### config.mk
export PLATFORM = sky130hd
export DESIGN_NAME = subtr_sequencer
export DESIGN_NICKNAME = d
export VERILOG_FILES = /design/src/rtl/subtr_seq_pkg.sv /design/src/rtl/subtr_sequencer_edge_detect.sv /design/src/rtl/subtr_sequencer.sv
export SDC_FILE = /design/constraint.sdc
export NUM_CORES = 1
export LEC_CHECK = 0
export BUFFER_PORTS_ARGS = -buffer_cell sky130_fd_sc_hd__buf_2
export CAP_MARGIN = 10
export CORE_MARGIN = 4
export CORE_UTILIZATION = 43
export DETAILED_ROUTE_END_ITERATION = 12
export PLACE_DENSITY = 0.72
export SLEW_MARGIN = 5
export SYNTH_ARGS = -nofsm -noshare
export SYNTH_HDL_FRONTEND = slang
export SYNTH_HIERARCHICAL = 1
export SYNTH_SLANG_ARGS = --single-unit
### constraint.sdc
create_clock -name clk -period 1.2 [get_ports clk]
set_input_delay 0.18 -clock clk [delete_from_list [all_inputs] [get_ports clk]]
set_output_delay 0.18 -clock clk [all_outputs]
set_load 0.05 [all_outputs]
### src/rtl/subtr_seq_pkg.sv
// subtr_sequencer shared package
// Default width and FSM state encoding
package subtr_seq_pkg;

  localparam int WIDTH_DEF = 4;

  typedef enum logic [1:0] {
    S_IDLE   = 2'd0,
    S_HAVE_A = 2'd1,
    S_CALC   = 2'd2,
    S_DONE   = 2'd3
  } state_t;

endpackage

### src/rtl/subtr_sequencer_edge_detect.sv
// Rising-edge detector for the load button
// One-cycle pulse per low-to-high transition of i_lvl
module edge_detect (
  input  logic clk,
  input  logic rst_n,
  input  logic i_lvl,
  output logic o_pulse
);

  logic r_q;

  // Previous level of the input
  always_ff @(posedge clk or negedge rst_n) begin
    if (!rst_n) r_q <= 1'b0;
    else        r_q <= i_lvl;
  end

  assign o_pulse = i_lvl & ~r_q;

endmodule

### src/rtl/subtr_sequencer.sv
// Operand capture / result stage for the 4-bit subtractor
// Optional signed overflow flag: SUBTR_SEQ_OVF_EN
module subtr_sequencer
  import subtr_seq_pkg::*;
#(
  parameter int WIDTH = WIDTH_DEF
) (
  input  logic             clk,
  input  logic             rst_n,
  input  logic [WIDTH-1:0] sw,
  input  logic             load_btn,
  input  logic             clr,
  output logic [WIDTH-1:0] op_a,
  output logic [WIDTH-1:0] op_b,
  input  logic [WIDTH-1:0] dif_in,
  output logic [WIDTH-1:0] result,
  output logic             borrow,
  output logic             result_valid,
`ifdef SUBTR_SEQ_OVF_EN
  output logic             ovf,
`endif
  output logic [1:0]       state
);

  state_t           r_state;
  state_t           w_next;
  logic             w_evt;
  logic             w_ld_a;
  logic             w_ld_b;
  logic             w_calc;
  logic [WIDTH-1:0] r_op_a;
  logic [WIDTH-1:0] r_op_b;
  logic [WIDTH-1:0] r_result;
  logic             r_borrow;
  logic             r_valid;

  edge_detect u_edge (
    .clk     (clk),
    .rst_n   (rst_n),
    .i_lvl   (load_btn),
    .o_pulse (w_evt)
  );

  // State register
  always_ff @(posedge clk or negedge rst_n) begin
    if (!rst_n) r_state <= S_IDLE;
    else        r_state <= w_next;
  end

  // Next state and datapath enables; clr overrides load events
  always_comb begin
    w_next = r_state;
    w_ld_a = 1'b0;
    w_ld_b = 1'b0;
    w_calc = 1'b0;
    unique case (r_state)
      S_IDLE: if (w_evt) begin
        w_ld_a = 1'b1;
        w_next = S_HAVE_A;
      end
      S_HAVE_A: if (w_evt) begin
        w_ld_b = 1'b1;
        w_next = S_CALC;
      end
      S_CALC: begin
        w_calc = 1'b1;
        w_next = S_DONE;
      end
      S_DONE: if (w_evt) begin
        w_ld_a = 1'b1;
        w_next = S_HAVE_A;
      end
    endcase
    if (clr) w_next = S_IDLE;
  end

  // Operand and result registers
  always_ff @(posedge clk or negedge rst_n) begin
    if (!rst_n) begin
      r_op_a   <= '0;
      r_op_b   <= '0;
      r_result <= '0;
      r_borrow <= 1'b0;
      r_valid  <= 1'b0;
    end else if (clr) begin
      r_op_a   <= '0;
      r_op_b   <= '0;
      r_result <= '0;
      r_borrow <= 1'b0;
      r_valid  <= 1'b0;
    end else begin
      if (w_ld_a) begin
        r_op_a  <= sw;
        r_valid <= 1'b0;
      end
      if (w_ld_b) r_op_b <= sw;
      if (w_calc) begin
        r_result <= dif_in;
        r_borrow <= (r_op_a < r_op_b);
        r_valid  <= 1'b1;
      end
    end
  end

`ifdef SUBTR_SEQ_OVF_EN
  logic r_ovf;

  // Signed overflow: operand signs differ and result sign flips from A
  always_ff @(posedge clk or negedge rst_n) begin
    if (!rst_n)      r_ovf <= 1'b0;
    else if (clr)    r_ovf <= 1'b0;
    else if (w_calc) r_ovf <= (r_op_a[WIDTH-1] != r_op_b[WIDTH-1]) &
                              (dif_in[WIDTH-1] != r_op_a[WIDTH-1]);
  end

  assign ovf = r_ovf;
`endif

  assign op_a         = r_op_a;
  assign op_b         = r_op_b;
  assign result       = r_result;
  assign borrow       = r_borrow;
  assign result_valid = r_valid;
  assign state        = r_state;

endmodule

==> results.json, run 1 <==
{
  "outcome": "finished, violations left",
  "violations_in_the_final_reports": "setup timing",
  "synth_mux_area_share_pct": 4.871,
  "detail-route-antenna-nets": 0,
  "grt_setup_unrepaired": "yes",
  "areaGrowthSynthToFinish_pct": 57.69,
  "grt-ovfl-total": 0,
  "starting_drt_drc_count": 5,
  "post_drt_via_cell_ratio": 5.158,
  "register_share_of_total_power_pct": 29.3,
  "setup.worst_path.class": "reg2reg",
  "yosysSeqAreaShare_pct": 51.75,
  "vias": 753,
  "vdd_drop_max_uv": 1412,
  "timing_max_transition_violations_final": 0,
  "clockBufferDepth": 2,
  "drt-pass1-iter-count": 4,
  "critical_path_arrival_ns": 1.49,
  "fp.dieArea_um2": 2675,
  "design_power_total_mw": 2.641,
  "gp_routability_congestion": 0.7519,
  "antenna_cells_inserted": 0,
  "maximum_number_of_pins_on_one_net_before_global_route_repair": 18,
  "grt_antenna_before_repair": 0,
  "first_global_vias": 724,
  "root_buffer": "sky130_fd_sc_hd__clkbuf_4",
  "critical_path.slowest_cell": "sky130_fd_sc_hd__dfrtp_2",
  "fp.coreArea_um2": 1764,
  "chipWidth_um": 51.73,
  "floorplan.initialDensity_pct": 46.60,
  "critPathCaptureType": "flip-flop",
  "fraction_of_synthesized_cell_area_taken_by_the_top_area_cell_type_pct": 51.75,
  "drt-total-wl_um": 2094,
  "final_cell_mix": "sky130_fd_sc_hd__buf_2 (21), sky130_fd_sc_hd__nand2_1 (9), sky130_fd_sc_hd__dfrtp_1 (9)",
  "post-route-util_pct": 73.48,
  "drive_gt1_share_pct": 57.85,
  "layout_nets": 140,
  "finalSetupTns_ns": -0.07854,
  "wire_per_inst_um": 14.34,
  "timing.final.crit_share_pct": 104.0,
  "number_of_nets_produced_by_synthesis": 99,
  "grt_first_pass_wirelength_um": 3346,
  "numPortBuffers": 27,
  "p_sw_mw": 1.159,
  "synth_xor_xnor_area_share_pct": 0,
  "worstPathRequired_ns": 1.44,
  "rows": 15,
  "cts_tree": "done",
  "io-pin-count": 28,
  "die_height_um": 51.73,
  "clk_pin_slew_ns": 0.11,
  "synth_simple_gate_area_share_pct": 16.89,
  "synth_instances": 81,
  "part_of_the_power_in_the_clock_network_pct": 11.8,
  "hp-class": "in2reg",
  "fin_skew_ns": 0.004785,
  "cell_by_cell_listing_of_the_critical_path": "ha_4, a2111oi_4, a22o_2",
  "detailed_place_hpwl_um": 1449,
  "power_per_cell_area_nw_per_um2": 2038,
  "timing.max_slew.rel_slack_pct": 73.97,
  "cts_sinks": 17,
  "critical_path.max_stage_delay_ns": 0.45,
  "most_common_cell_after_layout_fill_and_taps_aside": "sky130_fd_sc_hd__buf_2",
  "clock_tree.htree_level_count": 1,
  "synth_compound_gate_area_share_pct": 12.18,
  "crit_path_max_fanout": 3,
  "post_synth_num_cell_types": 18,
  "dominant_combinational_cell_family_by_area_after_synthesis": "simple AND/OR/NAND/NOR gates",
  "max_cap_violations": 0,
  "timing.fmax_ghz": 0.8009,
  "slew_of_the_pin_with_the_lowest_slew_margin_ns": 0.3905,
  "synth.largest_area_cell": "sky130_fd_sc_hd__dfrtp_1",
  "cts_inserted_buffers": 3,
  "drcViolationCount": 0,
  "mappedNetlistArea_um2": 822.0,
  "main_area_contributors_after_synthesis": "sky130_fd_sc_hd__dfrtp_1 (52%), sky130_fd_sc_hd__ha_1 (9.1%), sky130_fd_sc_hd__a21oi_1 (5.5%)",
  "grt_overall_usage_pct": 16.65,
  "leakage_component_of_the_power_nw": 0.5904,
  "setup_slack_after_layout_ns": -0.04854,
  "crit_path_start_kind": "flip-flop",
  "synthesis.yosys.warnings": 6,
  "final_critical_delay_including_setup_and_external_delays_ns": 1.249,
  "synth_adder_area_share_pct": 9.132,
  "finalHoldViolations": 0,
  "number_of_synthesized_register_bits": 17,
  "combinationalPowerShare_pct": 58.9,
  "power.internal_mw": 1.483,
  "finalSetupViolations": 3,
  "synthesis.area_per_instance_um2": 10.15,
  "swShare_pct": 43.86,
  "clock_latency_on_the_worst_skew_pair_ns": 0.29
}
-- repair_timing --
| item | CTS | global route |
|---|---|---|
| hold buffers | 1 | 1 |
| resized for setup | 11 | 20 |
| buffers inserted | 0 | 0 |
| pin swaps | 3 | 9 |
| hold endpoints to repair | 17 | 1 |
| endpoints found under the setup margin | 8 | 17 |
-- power by group through the flow --
stage / clock network (mW) / registers, mW / logic, mW
floorplan: 0 / 1.13 / 0.486
global placement: 0 / 0.768 / 1.22
detailed placement: 0 / 0.771 / 1.26
CTS: 0.319 / 0.759 / 1.35
global route: 0.349 / 0.792 / 1.66
finish: 0.311 / 0.774 / 1.56
-- synthesized netlist by cell type --
library cell and instances:
sky130_fd_sc_hd__nor2b_4 1, sky130_fd_sc_hd__nor2b_1 2, sky130_fd_sc_hd__nand3_1 8, sky130_fd_sc_hd__inv_1 6, sky130_fd_sc_hd__a22o_2 1, sky130_fd_sc_hd__or3b_1 1, sky130_fd_sc_hd__ha_1 6, sky130_fd_sc_hd__a211oi_1 1
sky130_fd_sc_hd__mux2i_1 4, sky130_fd_sc_hd__o21bai_1 1, sky130_fd_sc_hd__buf_2 4, sky130_fd_sc_hd__o2111ai_1 1, sky130_fd_sc_hd__a2111oi_2 1, sky130_fd_sc_hd__dfrtp_1 17, sky130_fd_sc_hd__nand2_1 10, sky130_fd_sc_hd__nor2_1 7
sky130_fd_sc_hd__o22ai_1 1, sky130_fd_sc_hd__a21oi_1 9
-- critical path, delay by kind of cell, from the launching register on --
family | cells | cell delay (ns)
compound gates | 2 | 0.48
fa+ha+maj | 1 | 0.26
flops | 1 | 0.45
-- kinds of logic after synthesis --
| kind of cell | count (synthesis) |
|---|---|
| simple gates | 29 |
| mux | 4 |
| flops | 17 |
| fa+ha+maj | 6 |
| compound gates | 15 |
| buf+inv | 10 |
-- per-layer routing --
layer	global-route usage (%)	up-vias	routed length, um
met2	28.60	18	1134
met1	20.62	375	885
met3	3.152	2	62
li1	-	358	-
met4	6.114	0	12
met5	0	-	0
-- registers in the layout, indices dropped and copies added (netlist names) --
signal	flops
borrow	1
op_a	4
result_valid	1
u_edge/r_q	1
result	4
state	2
op_b	4
-- worst paths after layout --
path	from	endpoint	slack, ns	depth (start not counted)
worst max-delay path	op_a[3]$_DFFE_PN0P_	borrow$_DFFE_PN0P_	-0.05	3
worst min-delay path	dif_in[2]	result[2]$_DFFE_PN0P_	0.13	3
worst max register to register	op_a[3]$_DFFE_PN0P_	borrow$_DFFE_PN0P_	-0.05	3
worst min register to register	borrow$_DFFE_PN0P_	borrow$_DFFE_PN0P_	0.51	1
max in group asynchronous	rst_n	op_a[1]$_DFFE_PN0P_	0.56	2
min in group asynchronous	rst_n	borrow$_DFFE_PN0P_	0.34	2
-- through the flow --
step | std cells | area (um^2) | worst slack (ns) | hold WS (ns)
after floorplan | 81 | 878.3 | -0.1646 | -0.1156
after global placement | 140 | 1114 | 0.001007 | 0.1273
after detailed placement | 140 | 1114 | -0.03929 | 0.1277
after CTS | 145 | 1197 | -0.04195 | 0.002309
after global routing | 146 | 1296 | -0.09568 | 0.1334
final | 146 | 1296 | -0.04854 | 0.1299
-- layout make-up --
cell class | count | area (um^2)
Clock inverter | 1 | 5.005
Clock buffer | 3 | 22.52
Sequential cell | 17 | 435.4
Tap cell | 25 | 31.28
Multi-Input combinational cell | 54 | 465.4
Fill cell | 140 | 467.9
Inverter | 6 | 22.52
Timing Repair Buffer | 40 | 314.1
No activity file was read; power rests on OpenSTA's default activity.
==> run 2: changes to the inputs <==
--- a/config.mk
+++ b/config.mk
@@ -10,7 +10,7 @@
 export CORE_MARGIN = 4
 export CORE_UTILIZATION = 43
 export DETAILED_ROUTE_END_ITERATION = 12
-export PLACE_DENSITY = 0.72
+export PLACE_DENSITY = 0.73
 export SLEW_MARGIN = 5
 export SYNTH_ARGS = -nofsm -noshare
 export SYNTH_HDL_FRONTEND = slang
==> run 2 against run 1 <==
  * Non-clock buffer count is 2 higher
  * Critical path depth is 2 higher
  * First-iteration DRC count is 100% higher
  * Final cell count is 1.4% higher
  * Fmax is 0.47% higher
  * Via count is 0.40% higher
  * The flow still finishes with violations (setup timing)
  * Global-route usage is 0.76 points higher
  * Clock power is 2% higher
==> results.json, run 2 (synthesis results as in run 1) <==
{
  "clock_latency_on_the_worst_skew_pair_ns": 0.29,
  "grt_overall_usage_pct": 17.41,
  "grt_first_pass_wirelength_um": 3470,
  "die_height_um": 51.73,
  "timing.fmax_ghz": 0.8047,
  "numPortBuffers": 27,
  "critPathCaptureType": "flip-flop",
  "timing.max_slew.rel_slack_pct": 74.63,
  "grt_antenna_before_repair": 0,
  "power_per_cell_area_nw_per_um2": 2032,
  "chipWidth_um": 51.73,
  "max_cap_violations": 0,
  "fp.coreArea_um2": 1764,
  "grt-ovfl-total": 0,
  "post_drt_via_cell_ratio": 5.108,
  "root_buffer": "sky130_fd_sc_hd__clkbuf_4",
  "clockBufferDepth": 2,
  "design_power_total_mw": 2.721,
  "finalSetupTns_ns": -0.08007,
  "layout_nets": 142,
  "drt-total-wl_um": 2175,
  "fin_skew_ns": 0.008412,
  "setup_slack_after_layout_ns": -0.04275,
  "wire_per_inst_um": 14.70,
  "timing.final.crit_share_pct": 103.6,
  "gp_routability_congestion": 0.7812,
  "finalHoldViolations": 0,
  "slew_of_the_pin_with_the_lowest_slew_margin_ns": 0.3805,
  "detail-route-antenna-nets": 0,
  "most_common_cell_after_layout_fill_and_taps_aside": "sky130_fd_sc_hd__buf_2",
  "cts_sinks": 17,
  "areaGrowthSynthToFinish_pct": 62.86,
  "drt-pass1-iter-count": 3,
  "starting_drt_drc_count": 10,
  "clock_tree.htree_level_count": 1,
  "final_cell_mix": "sky130_fd_sc_hd__buf_2 (22), sky130_fd_sc_hd__nand2_1 (9), sky130_fd_sc_hd__dfrtp_1 (9)",
  "vdd_drop_max_uv": 1301,
  "maximum_number_of_pins_on_one_net_before_global_route_repair": 18,
  "floorplan.initialDensity_pct": 46.60,
  "finalHoldWorstSlack_ns": 0.007860,
  "final_critical_delay_including_setup_and_external_delays_ns": 1.243,
  "fp.dieArea_um2": 2675,
  "rows": 15,
  "cts_inserted_buffers": 3,
  "critical_path_arrival_ns": 1.49,
  "crit_path_start_kind": "flip-flop",
  "cts_tree": "done",
  "vias": 756,
  "violations_in_the_final_reports": "setup timing",
  "first_global_vias": 784,
  "clk_pin_slew_ns": 0.11,
  "detailed_place_hpwl_um": 1523,
  "crit_path_max_fanout": 3,
  "timing_max_transition_violations_final": 0,
  "antenna_cells_inserted": 0,
  "setup.worst_path.class": "reg2reg",
  "hp-class": "in2reg",
  "io-pin-count": 28,
  "finalSetupViolations": 4,
  "r2r_setup_slack_ns": -0.04,
  "worstPathRequired_ns": 1.44,
  "drive_gt1_share_pct": 63.41,
  "leakage_component_of_the_power_nw": 0.5935,
  "outcome": "finished, violations left",
  "grt_setup_unrepaired": "yes",
  "drcViolationCount": 0
}
[run 2: cell count changes in the layout (fill, tap and decap cells not counted), sizes merged]
cell / previous run / this run
dlygate4sd3: 2 / 1
buf: 37 / 41
clkinv: 1 / 0
[run 2: repair_timing]
| item | in CTS | in global routing |
|---|---|---|
| hold buffers | 1 | 0 |
| setup endpoints to repair | 8 | 17 |
| cloned | 0 | 0 |
| endpoints found under the hold margin | 17 | 0 |
| gates resized for setup | 12 | 27 |
| setup buffers | 0 | 3 |
| pin swaps | 6 | 10 |
[run 2: per-stage QoR]
| stage | instances | setup slack, ns | instance area (um^2) | util, % |
|---|---|---|---|---|
| after floorplan | 81 | -0.1646 | 878.3 | - |
| after global placement | 140 | 0.006438 | 1114 | 63.12 |
| after detailed placement | 140 | -0.03509 | 1114 | 63.12 |
| after CTS | 145 | -0.03188 | 1196 | 67.80 |
| after global routing | 148 | -0.09381 | 1339 | 75.89 |
| final | 148 | -0.04275 | 1339 | 75.89 |
[run 2: report_power, final]
group          total [mW]  internal (mW)  leakage [nW]  switching [mW]
Sequential          0.772          0.682         0.218          0.0895
Combinational        1.63          0.719         0.361           0.914
Clock               0.316          0.129        0.0150           0.187
Total                2.72           1.53         0.594            1.19
[run 2: worst max-delay path: stages (launching register included)]
cell	delay [ns]
sky130_fd_sc_hd__dfrtp_2	0.40
sky130_fd_sc_hd__inv_2	0.05
sky130_fd_sc_hd__ha_4	0.15
sky130_fd_sc_hd__or3b_1	0.34
sky130_fd_sc_hd__o2111ai_1	0.08
sky130_fd_sc_hd__a22o_2	0.17
[run 2: layer usage]
layer | share of wire (%) | vias to the layer above | GRT usage [%]
met4 | 1.2 | 0 | 6.550
met1 | 43 | 376 | 20.33
li1 | - | 360 | -
met2 | 52 | 18 | 30.93
met3 | 4.0 | 2 | 3.725
met5 | 0 | - | 0
[run 2: path summary, 6_finish.rpt]
check                                       from                     to  cells after the start
min reg2reg                result[3]$_DFFE_PN0P_  result[3]$_DFFE_PN0P_                      2
max reg2reg                  op_b[1]$_DFFE_PN0P_     borrow$_DFFE_PN0P_                      5
min in group asynchronous                  rst_n    op_b[0]$_DFFE_PN0P_                      2
max                          op_b[1]$_DFFE_PN0P_     borrow$_DFFE_PN0P_                      5
max in group asynchronous                  rst_n    op_b[3]$_DFFE_PN0P_                      2
min                                     load_btn   u_edge/r_q$_DFF_PN0_                      1
[run 2: cell type report]
cell class              count  area (um^2)
repair buffers             42        331.6
flip-flops and latches     17        435.4
clock buffers               4        26.28
fillers                   126        425.4
well taps                  25        31.28
multi-input cells          54        491.7
inverters                   6        22.52
==> run 3: changes to the inputs <==
--- a/config.mk
+++ b/config.mk
@@ -7,10 +7,11 @@
 export LEC_CHECK = 0
 export BUFFER_PORTS_ARGS = -buffer_cell sky130_fd_sc_hd__buf_2
 export CAP_MARGIN = 10
+export CORE_ASPECT_RATIO = 0.6
 export CORE_MARGIN = 4
-export CORE_UTILIZATION = 43
+export CORE_UTILIZATION = 35
 export DETAILED_ROUTE_END_ITERATION = 12
-export PLACE_DENSITY = 0.73
+export RECOVER_POWER = 50
 export SLEW_MARGIN = 5
 export SYNTH_ARGS = -nofsm -noshare
 export SYNTH_HDL_FRONTEND = slang
==> run 3 against run 2 <==
  * The flow still finishes with violations (setup timing)
  * Utilization down 18 points
  * Flip-flop and latch count unchanged
  * Critical endpoint unchanged
  * Clock power up 38%
  * Sequential power is 1% higher
  * Critical path depth fell by 1
  * Hold slack improved by 0.051 ns
  * Wire length up 0.55%
  * Count of clock-buffer cells in the layout unchanged
  * Critical path type unchanged
==> results.json, run 3 (synthesis results as in run 1) <==
{
  "outcome": "finished, violations left",
  "violations_in_the_final_reports": "setup timing",
  "drive_gt1_share_pct": 59.17,
  "cts_tree": "done",
  "drt-pass1-iter-count": 4,
  "leakage_component_of_the_power_nw": 0.5817,
  "part_of_the_power_in_the_clock_network_pct": 16.1,
  "finalSetupViolations": 1,
  "numPortBuffers": 27,
  "rows": 13,
  "setup.worst_path.class": "reg2reg",
  "placed_cells": 144,
  "grt_setup_unrepaired": "yes",
  "hp-class": "in2reg",
  "layout_nets": 139,
  "final_design_area_no_fill_um2": 1281,
  "slew_of_the_pin_with_the_lowest_slew_margin_ns": 0.4561,
  "antenna_cells_inserted": 0,
  "fp.coreArea_um2": 2196,
  "power_per_cell_area_nw_per_um2": 2124,
  "drcViolationCount": 0,
  "grt_overall_usage_pct": 14.69,
  "final_cell_mix": "sky130_fd_sc_hd__buf_2 (19), sky130_fd_sc_hd__nand2_1 (9), sky130_fd_sc_hd__dfrtp_1 (9), sky130_fd_sc_hd__buf_4 (9), sky130_fd_sc_hd__dfrtp_2 (8)",
  "chipWidth_um": 70.57,
  "clock_latency_on_the_worst_skew_pair_ns": 0.25,
  "timing.final.crit_share_pct": 103.7,
  "die_height_um": 45.54,
  "post_drt_via_cell_ratio": 4.740,
  "first_global_vias": 703,
  "critical_path_arrival_ns": 1.44,
  "detail-route-antenna-nets": 0,
  "timing.max_slew.rel_slack_pct": 69.59,
  "grt_antenna_before_repair": 0,
  "r2r_setup_slack_ns": -0.04,
  "crit_path_max_fanout": 2,
  "finalHoldViolations": 0,
  "wire_per_inst_um": 14.58,
  "multiInputGateArea_um2": 469.2,
  "instances_no_fill": 150,
  "crit_path_start_kind": "flip-flop",
  "timing.fmax_ghz": 0.8037,
  "fin_skew_ns": 0.001777,
  "power.internal_mw": 1.560,
  "filler_cell_count": 198,
  "floorplan.initialDensity_pct": 37.44,
  "grt_first_pass_wirelength_um": 3608,
  "root_buffer": "sky130_fd_sc_hd__clkbuf_8",
  "post-place-ws_ns": -0.06396,
  "setup_slack_after_layout_ns": -0.04422,
  "grt-ovfl-total": 0,
  "layout.area.seq_um2": 435.4,
  "gp_routability_congestion": 0.7895,
  "max_cap_violations": 0,
  "starting_drt_drc_count": 21,
  "cts_inserted_buffers": 3,
  "finalHoldWorstSlack_ns": 0.05886,
  "detailed_place.area_um2": 1112,
  "maximum_number_of_pins_on_one_net_before_global_route_repair": 18,
  "cts_sinks": 17,
  "post-route-util_pct": 58.35,
  "clockBufferDepth": 2,
  "p_sw_mw": 1.161,
  "vdd_drop_max_uv": 1053,
  "vias": 711,
  "swShare_pct": 42.67,
  "detailed_place_hpwl_um": 1549,
  "worstPathRequired_ns": 1.39,
  "combinationalPowerShare_pct": 55.3,
  "clock_tree.htree_level_count": 1,
  "timing_max_transition_violations_final": 0,
  "fp.dieArea_um2": 3214,
  "drt-total-wl_um": 2187,
  "critPathCaptureType": "flip-flop",
  "register_share_of_total_power_pct": 28.6,
  "areaGrowthSynthToFinish_pct": 55.86,
  "most_common_cell_after_layout_fill_and_taps_aside": "sky130_fd_sc_hd__buf_2",
  "clk_pin_slew_ns": 0.07,
  "final_critical_delay_including_setup_and_external_delays_ns": 1.244,
  "io-pin-count": 28
}
==> run 3: path summary, 6_finish.rpt <==
kind / start / endpoint / cells past startpoint
worst max-delay path: op_a[1]$_DFFE_PN0P_ / borrow$_DFFE_PN0P_ / 4
worst min-delay path: load_btn / u_edge/r_q$_DFF_PN0_ / 1
worst max register to register: op_a[1]$_DFFE_PN0P_ / borrow$_DFFE_PN0P_ / 4
worst min register to register: result_valid$_DFFE_PN0P_ / result_valid$_DFFE_PN0P_ / 2
max in group asynchronous: rst_n / op_a[2]$_DFFE_PN0P_ / 2
min in group asynchronous: rst_n / result[2]$_DFFE_PN0P_ / 2
==> run 3: routing by layer <==
layer / global-route usage [%] / part of all wire, % / wire (um) / up-vias
li1: - / - / - / 351
met1: 19.48 / 47 / 1034 / 340
met3: 5.947 / 6.7 / 147 / 2
met4: 2.247 / 0.37 / 8 / 0
met2: 23.42 / 46 / 997 / 18
met5: 0 / 0 / 0 / -
==> run 3: power groups by stage <==
stage	clock [mW]	sequential, mW	combinational, mW
3_3_place_gp	0	0.771	1.21
6_report	0.437	0.780	1.50
5_1_grt	0.483	0.799	1.59
4_1_cts	0.441	0.765	1.29
3_5_place_dp	0	0.774	1.23
2_1_floorplan	0	1.13	0.486
==> run 3: layout make-up <==
class                      count  area share, %
timing repair buffer          39          21.19
inverter                       6          1.758
multi-input combinational     54          36.62
sequential                    17          33.98
clock buffer                   4          3.516
tap                           30          2.930
==> run 3: critical path, cell delays in order, from the launching register on <==
cell and delay (ns):
sky130_fd_sc_hd__dfrtp_2 0.42, sky130_fd_sc_hd__ha_4 0.16, sky130_fd_sc_hd__or3b_4 0.37, sky130_fd_sc_hd__o2111ai_2 0.07
sky130_fd_sc_hd__a22o_2 0.16
==> run 3: per-stage QoR <==
stage	TNS [ns]	power (mW)
floorplan	-0.7741	1.619
global placement	-0.0007223	1.982
detailed placement	-0.06396	2.007
CTS	-0.04155	2.501
global route	-0.2187	2.876
finish	-0.04422	2.722
==> run 3: repair_timing <==
action	in CTS	in global routing
buffers inserted	1	0
pin swaps	4	2
gates resized for setup	6	20
endpoints found under the hold margin	17	0
endpoints found under the setup margin	7	14
hold buffers	1	0
